**config.mk**
```make
export PLATFORM = sky130hd
export DESIGN_NAME = pc_fetch_align
export DESIGN_NICKNAME = d
export VERILOG_FILES = /design/src/rtl/pc_fetch_align.sv
export SDC_FILE = /design/constraint.sdc
export NUM_CORES = 1
export LEC_CHECK = 0
export CAP_MARGIN = 0
export CORE_UTILIZATION = 37
export DETAILED_ROUTE_END_ITERATION = 6
export HOLD_SLACK_MARGIN = 0.03
export PLACE_DENSITY = 0.77
export SYNTH_ARGS = -nofsm -noshare
export SYNTH_HDL_FRONTEND = slang
export SYNTH_SLANG_ARGS = --single-unit
```
**constraint.sdc**
```tcl
create_clock -name clk -period 7.25 [get_ports clk]
set_input_delay 2.175 -clock clk [delete_from_list [all_inputs] [get_ports clk]]
set_output_delay 2.175 -clock clk [all_outputs]
set_load 0.02 [all_outputs]
```
**src/rtl/pc_fetch_align.sv**
```systemverilog
// Program counter and fetch-alignment unit for the RV32IC IF stage.
// Selects the next PC and assembles 16/32-bit instructions from word-aligned imem, including boundary-straddling ones.
module pc_fetch_align #(
    parameter int unsigned     XLEN      = 32,
    parameter logic [XLEN-1:0] RESET_VEC = '0,
    parameter int unsigned     C_EXT     = 1,
    parameter int unsigned     CAUSE_W   = 5
) (
    input  logic               clk,
    input  logic               reset,
    input  logic               stall_i,
    input  logic               br_taken_i,
    input  logic [XLEN-1:0]    br_target_i,
    input  logic               trap_i,
    input  logic               irq_i,
    input  logic [CAUSE_W-1:0] cause_i,
    input  logic [XLEN-1:0]    mtvec_i,
    input  logic               mret_i,
    input  logic [XLEN-1:0]    mepc_i,
    input  logic [31:0]        imem_rdata_i,
    output logic [XLEN-1:0]    pc_o,
    output logic [XLEN-1:0]    pc_plus_o,
    output logic [XLEN-1:0]    fetch_addr_o,
    output logic [31:0]        instr_o,
    output logic               instr_valid_o,
    output logic               compressed_o,
    output logic               split_o,
    output logic               misalign_o
);

    typedef enum logic [0:0] {
        ST_RUN   = 1'b0,
        ST_SPLIT = 1'b1
    } state_e;

    // Bits a redirect target may not carry: bit0 always, bit1 too without compressed support
    localparam logic [XLEN-1:0] ALIGN_MASK = (C_EXT != 0) ? ~XLEN'(1) : ~XLEN'(3);

    state_e          state_q, state_d;
    logic [XLEN-1:0] pc_q, pc_d;
    logic [15:0]     hw_buf_q, hw_buf_d;
    logic            misalign_q, misalign_d;

    logic [XLEN-1:0] word_addr;
    logic [XLEN-1:0] fetch_addr_c;
    logic [XLEN-1:0] pc_plus_c;
    logic [XLEN-1:0] trap_tgt_c;
    logic [XLEN-1:0] target_c;
    logic [31:0]     instr_c;
    logic [15:0]     hw_c;
    logic            valid_c;
    logic            comp_c;
    logic            redirect_c;

    assign word_addr = {pc_q[XLEN-1:2], 2'b00};

    // Instruction assembly from the current fetch word
    always_comb begin
        fetch_addr_c = word_addr;
        instr_c      = imem_rdata_i;
        hw_c         = imem_rdata_i[31:16];
        valid_c      = 1'b1;
        comp_c       = 1'b0;
        case (state_q)
            ST_RUN: begin
                if ((C_EXT != 0) && pc_q[1]) begin
                    if (hw_c[1:0] != 2'b11) begin
                        comp_c  = 1'b1;
                        instr_c = {16'b0, hw_c};
                    end else begin
                        valid_c = 1'b0;
                    end
                end else if ((C_EXT != 0) && (imem_rdata_i[1:0] != 2'b11)) begin
                    comp_c  = 1'b1;
                    instr_c = {16'b0, imem_rdata_i[15:0]};
                end
            end
            ST_SPLIT: begin
                fetch_addr_c = word_addr + XLEN'(4);
                instr_c      = {imem_rdata_i[15:0], hw_buf_q};
            end
            default: begin
                valid_c = 1'b1;
            end
        endcase
    end

    assign pc_plus_c  = pc_q + (comp_c ? XLEN'(2) : XLEN'(4));
    assign trap_tgt_c = {mtvec_i[XLEN-1:2], 2'b00}
                      + (((mtvec_i[1:0] == 2'b01) && irq_i) ? (XLEN'(cause_i) << 2) : '0);

    // Next-PC selection: trap > mret > stall > branch > sequential
    always_comb begin
        pc_d       = pc_q;
        state_d    = state_q;
        hw_buf_d   = hw_buf_q;
        misalign_d = 1'b0;
        redirect_c = 1'b0;
        target_c   = '0;
        if (trap_i) begin
            redirect_c = 1'b1;
            target_c   = trap_tgt_c;
        end else if (mret_i) begin
            redirect_c = 1'b1;
            target_c   = mepc_i;
        end else if (stall_i) begin
            // The upper half-word is still captured so the split resumes after the stall
            if ((state_q == ST_RUN) && !valid_c) begin
                state_d  = ST_SPLIT;
                hw_buf_d = hw_c;
            end
        end else if (br_taken_i) begin
            redirect_c = 1'b1;
            target_c   = br_target_i;
        end else if (valid_c) begin
            pc_d    = pc_plus_c;
            state_d = ST_RUN;
        end else begin
            state_d  = ST_SPLIT;
            hw_buf_d = hw_c;
        end
        if (redirect_c) begin
            pc_d       = target_c & ALIGN_MASK;
            misalign_d = |(target_c & ~ALIGN_MASK);
            state_d    = ST_RUN;
        end
    end

    always_ff @(posedge clk or negedge reset) begin
        if (!reset) begin
            state_q    <= ST_RUN;
            pc_q       <= RESET_VEC;
            hw_buf_q   <= '0;
            misalign_q <= 1'b0;
        end else begin
            state_q    <= state_d;
            pc_q       <= pc_d;
            hw_buf_q   <= hw_buf_d;
            misalign_q <= misalign_d;
        end
    end

    assign pc_o          = pc_q;
    assign pc_plus_o     = pc_plus_c;
    assign fetch_addr_o  = fetch_addr_c;
    assign instr_o       = instr_c;
    assign instr_valid_o = valid_c;
    assign compressed_o  = comp_c;
    assign split_o       = (state_q == ST_SPLIT);
    assign misalign_o    = misalign_q;

endmodule

```
==> implementation parameters <==
Parameter                              Value

Timing
  Fmax ... ~140 MHz
  Final critical-path required period ... 7.13 ns
  RSZ-0062 raised after global routing ... false
  Final hold violation count ... 0
  Smallest setup slack after layout ... approximately 0.12 ns
  Layout Skew ... 0.00626 ns
  Relative slew slack ... a little over a third
  Count of endpoints failing setup in the final report ... 0
  Final number of max-transition violations ... 0
  Fin crit share ... 98.4%
  Worst Tran Pin Value ... 0.957 ns
  Fin Hold WS ... 0.474 ns

GRT
  Global-route total usage across every layer ... between 20% and 30%
  Number of global-route vias before repair ... 5684
  Antenna violations before repair ... 0
  First-pass GRT wire length ... 31.1 mm
  Largest net degree at the start of global routing ... 59
  Congestion Overflow GR ... 0

Logic synthesis
  Post-synthesis async set-or-reset flop share ... 100%
  Number of unique standard cell types used by synthesis ... between 60 and 70
  Synth top area share ... a little under a quarter
  Primary FF master, synth ... dfrtp_1
  #FFs+latches synth ... 49
  Post-synth EDFFs ... 0
  Gate count of the mapped netlist ... 666
  Leading cell types by count after synthesis ... 79 x nand2_1, 74 x nor2_1, 58 x xnor2_1
  Synthesized area per cell ... around 8 um2
  Count of warnings emitted by yosys ... 0
  Most instantiated library cell after synthesis ... nand2_1
  Biggest area contributors in the synthesized netlist ... dfrtp_1 23%, xnor2_1 9.7%, xor2_1 8.2%, mux2i_1 5.9%, nand2_1 5.7%
  Sequential-to-total area share from yosys stat ... about a quarter
  Most area-hungry cell type in the Yosys netlist ... dfrtp_1
  Cell area after synthesis ... approximately 5200 um2

Floorplan
  Core region area ... 13800 um2
  Boundary Pins ... ~270
  Width of the die ... 121 um
  Die Footprint ... 14600 um2
  Row Count ... 43
  Vert. Die Dim ... 121 um
  Starting Density ... 37.8%

Route
  Post-detailed-routing wire length ... 20.5 mm
  Remaining number of nets flagged by the antenna check after routing ... 0
  DR vias/cell ... 5.47
  Via count ... 5998
  Residual DRC count ... 0
  Iteration-0 DRC Markers ... 411
  Average wire per cell in the routed design ... 18.7 um
  Count of TritonRoute iterations in the first routing pass ... 5

Critical path
  Req. time, crit path ... between 5 and 6 ns
  Largest fanout on the critical path ... 4
  Worst-case reg-to-reg path depth ... 13
  Kind of critical path ... in -> out
  Startpoint class of the critical path ... input port
  Critical Path End Type ... primary output
  Capturing point of the worst reg2reg path ... pc_o[23]
  Data arrival time of the critical path ... 4.96 ns
  Reg-to-reg setup timing slack ... about 3.4 ns
  Worst flop-to-flop path startpoint ... pc_o[1]

CTS
  Root Buffer Master ... clkbuf_16
  Worst skew pair latency ... 0.29 ns
  Count of H-tree levels built during CTS ... 2
  Clock transition at the register clock pins on the worst setup and hold paths after CTS ... roughly 0.07 ns
  Clock tree from TritonCTS ... built
  Cts hold-fix bufs ... 0
  Worst-case clock buffer depth ... 2
  CTS Buf Count ... 5
  # clock sinks ... 49

Flow run
  Max Cap Violations ... 0

Place
  Routability Congestion ... ~0.95
  DP Area ... between 8000 and 9000 um2
  Worst slack at placement ... -0.599 ns
  IO buf count ... 267
  Final HPWL DP ... roughly 16 mm

Layout
  Number of fillers in the final layout ... 1268
  Number of nets in the finished design ... between 1000 and 1500
  Antenna Diode Count ... 0
  Fraction of layout cells with a size suffix above 1 ... 10.4%
  Area growth syn-to-layout ... 59.0%
  Total non-filler cell area in the finished layout ... slightly above 8000 um2

Worst hold path
  Hold Path Sink ... hw_buf_q[0]
  Worst hold path cell count ... 1
  Beginning of the worst hold path ... hw_buf_q[0]
  Type of the tightest min-delay check ... reg -> reg

Pwr
  Sequential share of power ... 31.7%
  Internal power summed over all cells ... 0.732 mW
  Net Sw Power ... 0.460 mW
  Worst vdd rail ir drop ... 0.0726 mV
  Total power of the final layout ... 1.19 mW
  Power density over the cells ... 143 nW/um2
  Clock network fraction of design power ... approximately a fifth
  Switching power as a share of total power ... 38.6%
  Leak ... roughly 3.2 nW
  Share of power burned in combinational logic ... between 40 and 50%

Status
  Result of the run ... finished, final reports clean
-- stage by stage --
step	util, %	std cells	setup TNS (ns)
floorplan	-	669	0
global route	60.2	1096	0
finish	60.2	1096	0
detailed placement	59.0	1087	-7.61
CTS	60.0	1096	0
global placement	59.0	1087	-6.94
-- sequential cells by signal (all words and copies together), names as in the netlist --
name and flops:
misalign_o 1, hw_buf_q 16, pc_o 31, split_o 1
-- critical path, stage by stage --
cell and delay [ns]:
clkdlybuf4s50_1 0.47, a311oi_4 0.28, ha_2 0.27, inv_2 0.05, fa_2 0.39, nand3b_4 0.16
or4_4 0.60, nor2_4 0.15, nand2_1 0.11, xnor2_2 0.14, buf_4 0.16
-- how the worst max path moves through the flow --
| stage | cells past startpoint | endpoint | slack [ns] | start |
|---|---|---|---|---|
| detailed placement | 12 | pc_plus_o[29] | -0.60 | imem_rdata_i[0] |
| global route | 11 | pc_plus_o[25] | 0.003 | imem_rdata_i[16] |
| global placement | 12 | pc_plus_o[29] | -0.59 | imem_rdata_i[0] |
| CTS | 12 | pc_plus_o[9] | 0.006 | imem_rdata_i[0] |
| finish | 11 | pc_plus_o[25] | 0.12 | imem_rdata_i[16] |
| floorplan | 12 | pc_plus_o[29] | 0.05 | imem_rdata_i[0] |
-- kinds of logic (layout without fill, tap and decap cells) --
family	count (synthesis)	count (layout)	synth area share, %
DFF	49	49	23.4
muxes	45	45	8.95
adders and majority gates	10	10	2.68
and+or+nand+nor	263	263	25.0
AOI/OAI and AO/OA	116	116	15.7
other	1	4	0.0717
buffers and inverters	75	322	6.24
xor gates and xnor gates	107	107	17.9
-- per-layer routing --
metal  global-route usage, %  vias to the layer above  part of all wire, %
met2                    46.8                      297                   48
met4                    6.94                        0                  1.9
li1                        -                     2832                    -
met5                       0                        -                    0
met3                    6.25                       25                  9.2
met1                    35.3                     2844                   41
-- cell usage in the layout, fill, tap and decap left out, types with 5 or more instances in the layout --
cell type        instances
clkdlybuf4s50_1        239
o22a_1                   8
and2_1                  11
nor3_1                  11
nor2_1                  73
a22oi_1                  8
o221ai_1                 5
nand3_1                 26
inv_1                   17
buf_2                    6
mux2_2                  14
dfrtp_1                 48
a21o_1                   5
o22ai_1                 15
nand2_1                 78
clkbuf_16                5
a221oi_1                18
ha_1                     7
dlygate4sd2_1           12
xor2_1                  48
and3_1                   5
nor4_1                   7
mux2i_1                 31
a21oi_1                 14
nand4_1                 20
xnor2_1                 55
o21ai_0                 21
buf_4                   29
-- final cells by class --
type	count	area [um2]	area share (%)
multi-input combinational	545	3790	45.5
tap	180	225	2.71
inverter	18	67.6	0.812
clock inverter	3	21.3	0.256
sequential	49	1230	14.8
clock buffer	5	125	1.50
timing repair buffer	296	2860	34.4
-- power by group through the flow --
stage               combinational [mW]  clock, mW  sequential (mW)
CTS                              0.573      0.247            0.377
floorplan                        0.294          0            0.365
global route                     0.611      0.259            0.385
detailed placement               0.578          0            0.383
finish                           0.573      0.240            0.378
global placement                 0.574          0            0.381
-- timing repair --
action | CTS | global route
setup endpoints to repair | 24 | 16
pin swaps | 2 | 6
setup buffers | 1 | 0
gates resized for setup | 57 | 12
No activity file was read; power rests on OpenSTA's default activity.
